## src/rtl/speicher_pkg.sv

```systemverilog
// Shared types and constants for the speicher_steuerung memory controller.
package speicher_pkg;

  localparam logic [1:0] LEERLAUF   = 2'd0;
  localparam logic [1:0] ZUGRIFF    = 2'd1;
  localparam logic [1:0] LESEWARTEN = 2'd2;
  localparam logic [1:0] ANTWORT    = 2'd3;

  typedef enum logic {
    QUELLE_BEFEHL = 1'b0,
    QUELLE_DATEN  = 1'b1
  } quelle_t;

  localparam logic [31:0] MMIO_LED_ADRESSE = 32'hFFFFFFFF;

  // Only the load/store port can reach the LED register.
  function automatic logic ist_mmio(input quelle_t quelle, input logic [31:0] adresse);
    return (quelle == QUELLE_DATEN) && (adresse == MMIO_LED_ADRESSE);
  endfunction

endpackage

```

## src/rtl/speicher_steuerung_if.sv

```systemverilog
// Bus bundle between CPU ports, controller and RAM; Leds exists only with SPEICHER_LED_MMIO_EN.
interface speicher_steuerung_if #(
  parameter int WORDSIZE  = 32,
  parameter int RAMBREITE = 8
);
  logic                 BefehlAnfrage;
  logic [31:0]          BefehlAdresse;
  logic                 BefehlFertig;
  logic [WORDSIZE-1:0]  BefehlDaten;
  logic                 DatenAnfrage;
  logic                 DatenSchreiben;
  logic [31:0]          DatenAdresse;
  logic [WORDSIZE-1:0]  DatenSchreibwert;
  logic                 DatenFertig;
  logic [WORDSIZE-1:0]  DatenLesewert;
  logic                 RamSchreibenAn;
  logic [RAMBREITE-1:0] RamAdresse;
  logic [WORDSIZE-1:0]  RamDatenRein;
  logic [WORDSIZE-1:0]  RamDatenRaus;
`ifdef SPEICHER_LED_MMIO_EN
  logic [WORDSIZE-1:0]  Leds;
`endif

  modport master (
    output BefehlAnfrage, BefehlAdresse,
    input  BefehlFertig, BefehlDaten,
    output DatenAnfrage, DatenSchreiben, DatenAdresse, DatenSchreibwert,
    input  DatenFertig, DatenLesewert,
    input  RamSchreibenAn, RamAdresse, RamDatenRein,
    output RamDatenRaus
`ifdef SPEICHER_LED_MMIO_EN
    , input Leds
`endif
  );

  modport slave (
    input  BefehlAnfrage, BefehlAdresse,
    output BefehlFertig, BefehlDaten,
    input  DatenAnfrage, DatenSchreiben, DatenAdresse, DatenSchreibwert,
    output DatenFertig, DatenLesewert,
    output RamSchreibenAn, RamAdresse, RamDatenRein,
    input  RamDatenRaus
`ifdef SPEICHER_LED_MMIO_EN
    , output Leds
`endif
  );

endinterface

```

## src/rtl/speicher_arbiter.sv

```systemverilog
// Fixed-priority selection between load/store and fetch requests (data wins).
module speicher_arbiter
  import speicher_pkg::*;
#(
  parameter int WORDSIZE = 32
) (
  input  logic                befehl_anfrage,
  input  logic [31:0]         befehl_adresse,
  input  logic                daten_anfrage,
  input  logic                daten_schreiben,
  input  logic [31:0]         daten_adresse,
  input  logic [WORDSIZE-1:0] daten_schreibwert,
  output logic                anfrage_s,
  output quelle_t             quelle_s,
  output logic                schreiben_s,
  output logic [31:0]         adresse_s,
  output logic [WORDSIZE-1:0] wert_s
);

  // Pick the winning requester and forward its access parameters.
  always_comb begin
    anfrage_s   = 1'b0;
    quelle_s    = QUELLE_BEFEHL;
    schreiben_s = 1'b0;
    adresse_s   = 32'h0000_0000;
    wert_s      = {WORDSIZE{1'b0}};
    if (daten_anfrage) begin
      anfrage_s   = 1'b1;
      quelle_s    = QUELLE_DATEN;
      schreiben_s = daten_schreiben;
      adresse_s   = daten_adresse;
      wert_s      = daten_schreibwert;
    end else if (befehl_anfrage) begin
      anfrage_s   = 1'b1;
      quelle_s    = QUELLE_BEFEHL;
      adresse_s   = befehl_adresse;
    end else begin
      anfrage_s   = 1'b0;
    end
  end

endmodule

```

## src/rtl/speicher_steuerung.sv

```systemverilog
// Memory controller: arbitrates fetch vs load/store and sequences a 1-cycle-latency RAM.
// Optional LED register at 32'hFFFFFFFF when SPEICHER_LED_MMIO_EN is defined.
module speicher_steuerung
  import speicher_pkg::*;
#(
  parameter int WORDSIZE = 32,
  parameter int WORDS    = 256
) (
  input logic                 Clock,
  input logic                 Reset,
  speicher_steuerung_if.slave bus
);

  localparam int RAMBREITE = $clog2(WORDS);

  logic                 anfrage_s;
  quelle_t              quelle_s;
  logic                 schreiben_s;
  logic [31:0]          adresse_s;
  logic [WORDSIZE-1:0]  wert_s;
  logic                 mmio_s;
  logic                 unused_adresse_s;

  logic [1:0]           zustand_r;
  quelle_t              quelle_r;
  logic                 schreiben_r;
  logic                 befehl_fertig_r;
  logic                 daten_fertig_r;
  logic [WORDSIZE-1:0]  befehl_daten_r;
  logic [WORDSIZE-1:0]  daten_lesewert_r;
  logic                 ram_schreiben_r;
  logic [RAMBREITE-1:0] ram_adresse_r;
  logic [WORDSIZE-1:0]  ram_datenrein_r;
`ifdef SPEICHER_LED_MMIO_EN
  logic                 mmio_r;
  logic [WORDSIZE-1:0]  mmio_wert_r;
  logic [WORDSIZE-1:0]  leds_r;
`endif

  speicher_arbiter #(.WORDSIZE(WORDSIZE)) u_arbiter (
    .befehl_anfrage    (bus.BefehlAnfrage),
    .befehl_adresse    (bus.BefehlAdresse),
    .daten_anfrage     (bus.DatenAnfrage),
    .daten_schreiben   (bus.DatenSchreiben),
    .daten_adresse     (bus.DatenAdresse),
    .daten_schreibwert (bus.DatenSchreibwert),
    .anfrage_s         (anfrage_s),
    .quelle_s          (quelle_s),
    .schreiben_s       (schreiben_s),
    .adresse_s         (adresse_s),
    .wert_s            (wert_s)
  );

  // Upper address bits only matter for the LED decode; the RAM wraps.
  assign unused_adresse_s = ^adresse_s[31:RAMBREITE];

`ifdef SPEICHER_LED_MMIO_EN
  assign mmio_s = ist_mmio(quelle_s, adresse_s);
`else
  assign mmio_s = 1'b0;
`endif

  // Access sequencer: sample in LEERLAUF, drive RAM, capture read data, pulse Fertig.
  always_ff @(posedge Clock) begin
    if (Reset) begin
      zustand_r        <= LEERLAUF;
      quelle_r         <= QUELLE_BEFEHL;
      schreiben_r      <= 1'b0;
      befehl_fertig_r  <= 1'b0;
      daten_fertig_r   <= 1'b0;
      befehl_daten_r   <= {WORDSIZE{1'b0}};
      daten_lesewert_r <= {WORDSIZE{1'b0}};
      ram_schreiben_r  <= 1'b0;
      ram_adresse_r    <= {RAMBREITE{1'b0}};
      ram_datenrein_r  <= {WORDSIZE{1'b0}};
`ifdef SPEICHER_LED_MMIO_EN
      mmio_r           <= 1'b0;
      mmio_wert_r      <= {WORDSIZE{1'b0}};
      leds_r           <= {WORDSIZE{1'b0}};
`endif
    end else begin
      befehl_fertig_r <= 1'b0;
      daten_fertig_r  <= 1'b0;
      case (zustand_r)
        LEERLAUF: begin
          if (anfrage_s) begin
            quelle_r        <= quelle_s;
            schreiben_r     <= schreiben_s;
            ram_schreiben_r <= schreiben_s & ~mmio_s;
            // An LED access leaves the RAM address/data lines untouched.
            if (!mmio_s) begin
              ram_adresse_r   <= adresse_s[RAMBREITE-1:0];
              ram_datenrein_r <= wert_s;
            end
`ifdef SPEICHER_LED_MMIO_EN
            mmio_r      <= mmio_s;
            mmio_wert_r <= wert_s;
`endif
            zustand_r <= ZUGRIFF;
          end else begin
            ram_schreiben_r <= 1'b0;
            zustand_r       <= LEERLAUF;
          end
        end
        ZUGRIFF: begin
          ram_schreiben_r <= 1'b0;
          if (schreiben_r) begin
`ifdef SPEICHER_LED_MMIO_EN
            if (mmio_r) begin
              leds_r <= mmio_wert_r;
            end
`endif
            if (quelle_r == QUELLE_DATEN) begin
              daten_fertig_r <= 1'b1;
            end else begin
              befehl_fertig_r <= 1'b1;
            end
            zustand_r <= ANTWORT;
          end else begin
            zustand_r <= LESEWARTEN;
          end
        end
        LESEWARTEN: begin
          if (quelle_r == QUELLE_DATEN) begin
`ifdef SPEICHER_LED_MMIO_EN
            daten_lesewert_r <= mmio_r ? leds_r : bus.RamDatenRaus;
`else
            daten_lesewert_r <= bus.RamDatenRaus;
`endif
            daten_fertig_r <= 1'b1;
          end else begin
            befehl_daten_r  <= bus.RamDatenRaus;
            befehl_fertig_r <= 1'b1;
          end
          zustand_r <= ANTWORT;
        end
        ANTWORT: begin
          zustand_r <= LEERLAUF;
        end
        default: begin
          ram_schreiben_r <= 1'b0;
          zustand_r       <= LEERLAUF;
        end
      endcase
    end
  end

  assign bus.BefehlFertig   = befehl_fertig_r;
  assign bus.BefehlDaten    = befehl_daten_r;
  assign bus.DatenFertig    = daten_fertig_r;
  assign bus.DatenLesewert  = daten_lesewert_r;
  assign bus.RamSchreibenAn = ram_schreiben_r;
  assign bus.RamAdresse     = ram_adresse_r;
  assign bus.RamDatenRein   = ram_datenrein_r;
`ifdef SPEICHER_LED_MMIO_EN
  assign bus.Leds           = leds_r;
`endif

endmodule

```

## src/flat_wrapper.sv

```systemverilog
// flat-port wrapper written by rule: the top's interface ports become plain ports
module speicher_steuerung_flat import speicher_pkg::*;
#(
  parameter int WORDSIZE = 32,
  parameter int WORDS    = 256
)
  (Clock, Reset, bus_BefehlAnfrage, bus_BefehlAdresse, bus_BefehlFertig, bus_BefehlDaten, bus_DatenAnfrage, bus_DatenSchreiben, bus_DatenAdresse, bus_DatenSchreibwert, bus_DatenFertig, bus_DatenLesewert, bus_RamSchreibenAn, bus_RamAdresse, bus_RamDatenRein, bus_RamDatenRaus);
  speicher_steuerung_if #(.WORDSIZE(WORDSIZE)) bus_i ();
  input logic Clock;
  input logic Reset;
  input wire logic [$bits(bus_i.BefehlAnfrage)-1:0] bus_BefehlAnfrage;
  input wire logic [$bits(bus_i.BefehlAdresse)-1:0] bus_BefehlAdresse;
  output wire logic [$bits(bus_i.BefehlFertig)-1:0] bus_BefehlFertig;
  output wire logic [$bits(bus_i.BefehlDaten)-1:0] bus_BefehlDaten;
  input wire logic [$bits(bus_i.DatenAnfrage)-1:0] bus_DatenAnfrage;
  input wire logic [$bits(bus_i.DatenSchreiben)-1:0] bus_DatenSchreiben;
  input wire logic [$bits(bus_i.DatenAdresse)-1:0] bus_DatenAdresse;
  input wire logic [$bits(bus_i.DatenSchreibwert)-1:0] bus_DatenSchreibwert;
  output wire logic [$bits(bus_i.DatenFertig)-1:0] bus_DatenFertig;
  output wire logic [$bits(bus_i.DatenLesewert)-1:0] bus_DatenLesewert;
  output wire logic [$bits(bus_i.RamSchreibenAn)-1:0] bus_RamSchreibenAn;
  output wire logic [$bits(bus_i.RamAdresse)-1:0] bus_RamAdresse;
  output wire logic [$bits(bus_i.RamDatenRein)-1:0] bus_RamDatenRein;
  input wire logic [$bits(bus_i.RamDatenRaus)-1:0] bus_RamDatenRaus;
  assign bus_i.BefehlAnfrage = bus_BefehlAnfrage;
  assign bus_i.BefehlAdresse = bus_BefehlAdresse;
  assign bus_BefehlFertig = bus_i.BefehlFertig;
  assign bus_BefehlDaten = bus_i.BefehlDaten;
  assign bus_i.DatenAnfrage = bus_DatenAnfrage;
  assign bus_i.DatenSchreiben = bus_DatenSchreiben;
  assign bus_i.DatenAdresse = bus_DatenAdresse;
  assign bus_i.DatenSchreibwert = bus_DatenSchreibwert;
  assign bus_DatenFertig = bus_i.DatenFertig;
  assign bus_DatenLesewert = bus_i.DatenLesewert;
  assign bus_RamSchreibenAn = bus_i.RamSchreibenAn;
  assign bus_RamAdresse = bus_i.RamAdresse;
  assign bus_RamDatenRein = bus_i.RamDatenRein;
  assign bus_i.RamDatenRaus = bus_RamDatenRaus;
  speicher_steuerung #(.WORDSIZE(WORDSIZE), .WORDS(WORDS)) u_core (.Clock(Clock), .Reset(Reset), .bus(bus_i));
endmodule
```

## config.mk

```make
export PLATFORM = sky130hd
export DESIGN_NAME = speicher_steuerung_flat
export DESIGN_NICKNAME = d
export VERILOG_FILES = /design/src/rtl/speicher_pkg.sv /design/src/rtl/speicher_steuerung_if.sv /design/src/rtl/speicher_arbiter.sv /design/src/rtl/speicher_steuerung.sv /design/src/flat_wrapper.sv
export SDC_FILE = /design/constraint.sdc
export NUM_CORES = 1
export LEC_CHECK = 0
export BUFFER_PORTS_ARGS = -buffer_cell sky130_fd_sc_hd__buf_2
export CORE_ASPECT_RATIO = 0.5
export CORE_UTILIZATION = 38
export CTS_BUF_LIST = sky130_fd_sc_hd__clkbuf_16
export CTS_CLUSTER_SIZE = 40
export DETAILED_ROUTE_END_ITERATION = 10
export GPL_TIMING_DRIVEN = 0
export PLACE_DENSITY = 0.73
export SLEW_MARGIN = 0
export SYNTH_ARGS = -nofsm -noshare
export SYNTH_HDL_FRONTEND = slang
export SYNTH_SLANG_ARGS = --single-unit
```

## constraint.sdc

```tcl
create_clock -name Clock -period 1.65 [get_ports Clock]
set_clock_uncertainty 0.2 [all_clocks]
set_input_delay 0.33 -clock Clock [delete_from_list [all_inputs] [get_ports Clock]]
set_output_delay 0.33 -clock Clock [all_outputs]
set_load 0.02 [all_outputs]
```

==> metrics.md, run 1 <==
| Metric | Value |
|---|---|
| Worst vdd rail ir drop | 0.552 mV |
| FP Rows | 25 |
| Layout area overhead | 47.9% |
| Clock buffer depth | 2 |
| Starting DRT DRC Count | 217 |
| Crit path max fanout | 10 |
| Yosys top cell area share | 56.7% |
| Flops & latches, synth | 111 |
| WP data required | 1690 ps |
| Tot Pwr | 8.08 mW |
| Slew @ Worst Pin | 442 ps |
| Post-Synthesis Cells | 431 |
| Post-Syn Area | 3920 um^2 |
| Final HPWL DP | 7480 um |
| Sink Count | 111 |
| Fin area | 5790 um^2 |
| Arr. time, crit path | 1650 ps |
| Vias in the first global route | 3502 |
| Register area share after synthesis | 56.7% |
| # DRC | 0 |
| Remaining Overflow, GRT | 0 |
| Initial core utilization | 40.3% |
| Most common cell after layout, fill and taps aside | buf_2 |
| Inst Count DP | 757 |
| Max Cap Viol | 0 |
| Critical path class | flip-flop to flip-flop |
| P_leak | 2.70 nW |
| Max Slew Vio Count | 0 |
| Vias per cell | 4.73 |
| Hold EP | u_core.bus.RamDatenRein[21]$_SDFFE_PP0P_ |
| Io pins | 240 |
| Routed length per instance | 13.6 um |
| Fin. Hold Viols | 0 |
| Reg2Reg Launch Point | u_core.zustand_r[1]$_SDFF_PP0_ |
| Clk root buf | clkbuf_16 |
| Fillcell total | 855 |
| Final hold slack | 28.1 ps |
| Clock insertion delay at the later pin of the skew report | 340 ps |
| Final setup violation count | 0 |
| H-tree levels | 3 |
| Final WS setup | 35.7 ps |
| Worst hold start | bus_DatenSchreibwert[21] |
| Area of placed instances | 5040 um^2 |
| R2R depth | 6 |
| Num CTS Buffers | 9 |
| Syn nets | 569 |
| Die area | 10700 um^2 |
| Hold crit path type | input pin to flip-flop |
| Die Ht | 73.8 um |
| Crit end category | flip-flop |
| Die X | 146 um |
| GPL Wtd Cong | 0.818 |
| Core ar. | 9730 um^2 |
| Via total after detailed routing | 3815 |
| Worst Hold Depth | 2 |
| Area contributors post-synth | dfxtp_1 (57%), nand2_1 (12%), a21oi_1 (8.4%) |
| CTS tree | done |
| Synth unique cells | 25 |
| Share of layout cells above drive strength 1 | 36.5% |
| I/O Buffers | 191 |
| Power density over the cells | 1390 nW/um^2 |
| Ys Warns | 0 |
| Cell Count, Final, Fillers Out | 806 |
| Gr usage total | 19.8% |
| FMAX | 0.619 GHz |
| Net count, final | 804 |
| Syn Area/Cell | 9.09 um^2 |
| RR Endpoint | u_core.bus.RamAdresse[5]$_SDFFE_PP0P_ |
| Flop2flop setup slack | 40 ps |
| Largest net degree at the start of global routing | 18 |
| Status | complete, no violations |
| First-pass DRT Iterations | 5 |
| Post-Route WL | 10900 um |
| Largest area contributor in the netlist | dfxtp_1 |
| Crit start category | flip-flop |
| Antenna-violating nets left | 0 |
| Post-route clock period utilization | 97.8% |
| Dpl ws | -168 ps |
| First-pass GRT wire length | 16900 um |
| Most frequent cells in the layout | buf_2 (196), nand2_1 (129), dfxtp_1 (109) |
| Min cycle time layout | 1610 ps |
| Worst slew margin | 70.6% |
| Initial antenna violation count | 0 |
| RSZ-0062 raised after global routing | true |
| # diodes | 0 |
| Clock slew at reported path FFs | 70 ps |
[logic make-up (layout without fill, tap and decap cells)]
group | count (synthesis) | in the layout | share of synthesized area, %
AND/OR/NAND/NOR | 168 | 168 | 18.7
AO/OA/AOI/OAI | 111 | 111 | 18.7
flip-flops | 111 | 111 | 56.7
buffers and inverters | 36 | 276 | 4.25
adder cells (fa/ha/maj) | 5 | 5 | 1.60
[how the worst max path moves through the flow]
stage	depth (start not counted)	slack (ps)	endpoint	start
floorplan	7	40	u_core.bus.RamDatenRein[10]$_SDFFE_PP0P_	u_core.zustand_r[0]$_SDFF_PP0_
finish	6	40	u_core.bus.RamAdresse[5]$_SDFFE_PP0P_	u_core.zustand_r[1]$_SDFF_PP0_
global placement	7	-130	u_core.bus.RamDatenRein[23]$_SDFFE_PP0P_	u_core.zustand_r[0]$_SDFF_PP0_
CTS	7	-10	u_core.bus.RamDatenRein[21]$_SDFFE_PP0P_	u_core.zustand_r[1]$_SDFF_PP0_
detailed placement	7	-170	u_core.bus.BefehlDaten[26]$_SDFFE_PP0P_	u_core.zustand_r[0]$_SDFF_PP0_
global route	5	-20	u_core.bus.RamAdresse[2]$_SDFFE_PP0P_	u_core.zustand_r[0]$_SDFF_PP0_
[through the flow]
stage / utilization, % / TNS [ps]
2_1_floorplan: - / 0
3_3_place_gp: 51.8 / -8240
3_5_place_dp: 51.8 / -12010
4_1_cts: 58.9 / -69.6
5_1_grt: 59.6 / -220
6_report: 59.6 / 0
[synth_stat cells]
| cell type | count |
|---|---|
| ha_1 | 5 |
| a222oi_1 | 7 |
| nor3b_1 | 1 |
| nor2b_1 | 20 |
| a22o_1 | 33 |
| clkbuf_1 | 14 |
| a31oi_1 | 1 |
| nand2_1 | 130 |
| a221oi_2 | 1 |
| inv_1 | 2 |
| nor2_4 | 1 |
| buf_4 | 3 |
| a211oi_1 | 1 |
| and3b_1 | 2 |
| a21o_1 | 1 |
| buf_2 | 16 |
| dfxtp_1 | 111 |
| a21oi_1 | 66 |
| buf_1 | 1 |
| nand2b_1 | 9 |
| o21a_1 | 1 |
| and2_1 | 1 |
| nor2_1 | 2 |
| or3b_1 | 1 |
| nor3_1 | 1 |
[flip-flops by register name, indices dropped and copies added (netlist names)]
name	cells
u_core.bus.BefehlDaten	32
u_core.bus.BefehlFertig	1
u_core.bus.DatenFertig	1
u_core.bus.DatenLesewert	32
u_core.bus.RamAdresse	8
u_core.bus.RamDatenRein	32
u_core.bus.RamSchreibenAn	1
u_core.quelle_r	1
u_core.schreiben_r	1
u_core.zustand_r	2
[worst max-delay path: stages (launching register included)]
cell      delay (ps)
dfxtp_2          370
inv_2             60
ha_4             160
buf_6            130
clkbuf_4         180
nor2b_1          150
a222oi_1         260
[area by class of cell]
type	count	area (um^2)	share of cell area, %
buffer	32	216	3.74
inverter	2	10.0	0.173
tap	135	169	2.92
clock inverter	7	88.8	1.53
multi-input combinational	284	1560	27.0
sequential	111	2220	38.4
timing repair buffer	226	1300	22.4
clock buffer	9	225	3.89
[routing by layer]
metal / wire [um] / global-route usage [%] / vias up
met4: 181 / 6.32 / 0
met5: 0 / 0 / -
met2: 5210 / 34.6 / 127
met3: 570 / 4.84 / 17
met1: 4980 / 24.6 / 1754
li1: - / - / 1917
[where the power goes]
| part | leakage, nW | switching [mW] | internal [mW] |
|---|---|---|---|
| sequential | 0.904 | 0.223 | 3.10 |
| combinational | 1.64 | 1.46 | 1.03 |
| clock | 0.154 | 0.946 | 1.32 |
[what timing repair did]
| item | in CTS | in global routing |
|---|---|---|
| hold endpoints to repair | 31 | 0 |
| pin swaps | 1 | 6 |
| endpoints found under the setup margin | 99 | 99 |
| hold buffers | 31 | 0 |
| gates resized for setup | 23 | 21 |
| buffers inserted | 2 | 2 |
Power figures use the tool's default switching activity.
==> run 2, diff against run 1 <==
--- a/config.mk
+++ b/config.mk
@@ -5,14 +5,14 @@
 export SDC_FILE = /design/constraint.sdc
 export NUM_CORES = 1
 export LEC_CHECK = 0
-export BUFFER_PORTS_ARGS = -buffer_cell sky130_fd_sc_hd__buf_2
 export CORE_ASPECT_RATIO = 0.5
-export CORE_UTILIZATION = 38
+export CORE_UTILIZATION = 55
 export CTS_BUF_LIST = sky130_fd_sc_hd__clkbuf_16
 export CTS_CLUSTER_SIZE = 40
 export DETAILED_ROUTE_END_ITERATION = 10
+export DONT_BUFFER_PORTS = 1
 export GPL_TIMING_DRIVEN = 0
-export PLACE_DENSITY = 0.73
+export PLACE_DENSITY = 0.7
 export SLEW_MARGIN = 0
 export SYNTH_ARGS = -nofsm -noshare
 export SYNTH_HDL_FRONTEND = slang
==> constraint.sdc (replaced) <==
create_clock -name Clock -period 1.6 [get_ports Clock]
set_clock_uncertainty 0.2 [all_clocks]
set_input_delay 0.32 -clock Clock [delete_from_list [all_inputs] [get_ports Clock]]
set_output_delay 0.32 -clock Clock [all_outputs]
set_load 0.02 [all_outputs]
==> metrics.md, run 2 (synthesized netlist as in run 1, its figures left out) <==
| Metric | Value |
|---|---|
| Worst slew margin | 66.8% (-3.8 points) |
| Routed length per instance | 17.8 um (+31%) |
| Fin area | 5200 um^2 (-10%) |
| Min cycle time layout | 1610 ps (+0.575 ps) |
| Net count, final | 655 (-19%) |
| Antenna-violating nets left | 0 (unchanged) |
| Most common cell after layout, fill and taps aside | nand2_1 |
| Clk root buf | clkbuf_16 |
| Remaining Overflow, GRT | 0 (unchanged) |
| Via total after detailed routing | 3411 (-11%) |
| Arr. time, crit path | 1710 ps (+60 ps) |
| Status | finished, violations left |
| Largest net degree at the start of global routing | 18 (unchanged) |
| Worst path slowest cell | dfxtp_2 |
| Max Slew Vio Count | 0 (unchanged) |
| Cell Count, Final, Fillers Out | 613 (-24%) |
| Clock slew at reported path FFs | 70 ps (about the same) |
| Num CTS Buffers | 9 (unchanged) |
| Met2 Resource Use GR | 53.4% (+19 points) |
| Core ar. | 6780 um^2 (-30%) |
| Final setup violation count | 5 (+5) |
| Vias per cell | 5.56 (+18%) |
| Area of placed instances | 4040 um^2 (-20%) |
| CTS tree | done |
| Inst Count DP | 523 (-31%) |
| Clock buffer depth | 2 (unchanged) |
| # diodes | 0 (unchanged) |
| Gr usage total | 28.6% (+8.7 points) |
| I/O Buffers | 0 (-100%) |
| Crit path max fanout | 10 (unchanged) |
| WP data required | 1690 ps (about the same) |
| Fillcell total | 486 (-43%) |
| Vias in the first global route | 3321 (-5.2%) |
| R2R depth | 7 (+1) |
| FMAX | 0.619 GHz (about the same) |
| Worst path most repeated cell | buf_6 |
| Most frequent cells in the layout | nand2_1 (129), dfxtp_1 (109), dlygate4sd3_1 (69) |
| Share of layout cells above drive strength 1 | 11.7% (-25 points) |
| Max Cap Viol | 0 (unchanged) |
| Crit start category | flip-flop |
| Initial antenna violation count | 0 (unchanged) |
| CP top delay family | buffers and inverters |
| RSZ-0062 raised after global routing | true |
| H-tree levels | 3 (unchanged) |
| Die area | 7480 um^2 (-30%) |
| # DRC | 0 (unchanged) |
| Failing checks | negative hold slack, negative setup slack |
| Die Ht | 61.7 um (-16%) |
| GPL Wtd Cong | 0.777 (-5.0%) |
| Hold crit path type | input pin to flip-flop |
| Worst vdd rail ir drop | 0.848 mV (+54%) |
| Final hold slack | -0.532 ps (-28.6 ps) |
| Critical path class | flip-flop to flip-flop |
| Crit end category | flip-flop |
| Levels on crit path | 7 (+1) |
| Global route hottest layer | met2 |
| Met1 Use GR | 30.1% (+5.5 points) |
| P_leak | 1.96 nW (-27%) |
| Initial core utilization | 57.8% (+18 points) |
| Power density over the cells | 1540 nW/um^2 (+11%) |
| Worst Hold Depth | 2 (unchanged) |
| First-pass DRT Iterations | 4 (-1) |
| Grt met3 use | 11.7% (+6.8 points) |
| Post-Route WL | 10900 um (-0.14%) |
| Crit-path max cell delay | 350 ps (-20 ps) |
| Io pins | 240 (unchanged) |
| Cell breakdown of the critical path | inv_2, ha_4, buf_6, o21a_4, nor2_4, buf_6, a22o_1 |
| FP Rows | 21 (-16%) |
| Sink Count | 111 (unchanged) |
| Tot Pwr | 8.01 mW (-0.81%) |
| Post-route clock period utilization | 101% (+3.1 points) |
| Clock insertion delay at the later pin of the skew report | 340 ps (about the same) |
| Fin. Hold Viols | 1 (+1) |
| Final HPWL DP | 6930 um (-7.3%) |
| Bufs and invs on worst path | 3 (unchanged) |
| Starting DRT DRC Count | 207 (-4.6%) |
| Slew @ Worst Pin | 498 ps (+56.6 ps) |
| Die X | 121 um (-17%) |
| Layout area overhead | 32.7% |
| Final WS setup | -14.9 ps (-50.6 ps) |
| First-pass GRT wire length | 15800 um (-6.3%) |
## run 2: path summary, 6_finish.rpt
check	start	end	slack, ps
worst max-delay path	u_core.zustand_r[1]$_SDFF_PP0_	u_core.bus.RamDatenRein[16]$_SDFFE_PP0P_	-10
worst min-delay path	bus_BefehlAdresse[1]	u_core.bus.RamAdresse[1]$_SDFFE_PP0P_	-0.5
worst min register to register	u_core.schreiben_r$_SDFFE_PP0P_	u_core.schreiben_r$_SDFFE_PP0P_	340
worst max register to register	u_core.zustand_r[1]$_SDFF_PP0_	u_core.bus.RamDatenRein[16]$_SDFFE_PP0P_	-10
## run 2: layout make-up
type                       count  area (um^2)  share of cell area [%]
clock buffer                   9          225                    4.33
sequential                   111         2220                    42.8
buffer                        31          223                    4.28
inverter                       2         10.0                   0.192
tap                           92          115                    2.21
clock inverter                 6         62.6                    1.20
timing repair buffer          77          754                    14.5
multi-input combinational    285         1590                    30.5
## run 2: repair_timing
item | CTS | global route
pin swaps | 4 | 22
endpoints found under the hold margin | 102 | 0
hold buffers | 69 | 0
cloned | 3 | 0
resized for setup | 32 | 20
setup endpoints to repair | 99 | 98
setup buffers | 5 | 1
## run 2: worst register-to-register path, cell delays in order, from the launching register on
cell and delay [ps]:
dfxtp_2 350, inv_2 60, ha_4 160, buf_6 120, o21a_4 120, nor2_4 210, buf_6 180, a22o_1 160
## run 2: where the power goes
part           switching [mW]  internal, mW  total, mW  leakage, nW
sequential              0.796          3.20       3.99        0.904
clock                   0.975          1.20       2.17        0.137
combinational           0.927         0.921       1.85        0.917
## run 2: layer usage
layer  wire, um  vias up
met5          0        -
met4        174        0
met3        965       23
met2       5450      141
met1       4330     1619
li1           -     1628
## run 2: per-stage QoR
stage / util [%] / setup slack (ps) / setup TNS, ps
final: 76.7 / -14.9 / -43.5
after floorplan: - / 4.79 / 0
after detailed placement: 59.5 / -251 / -12960
after global placement: 59.5 / -120 / -7150
after global routing: 76.7 / -71.7 / -1880
after CTS: 76.0 / -47.7 / -96.0
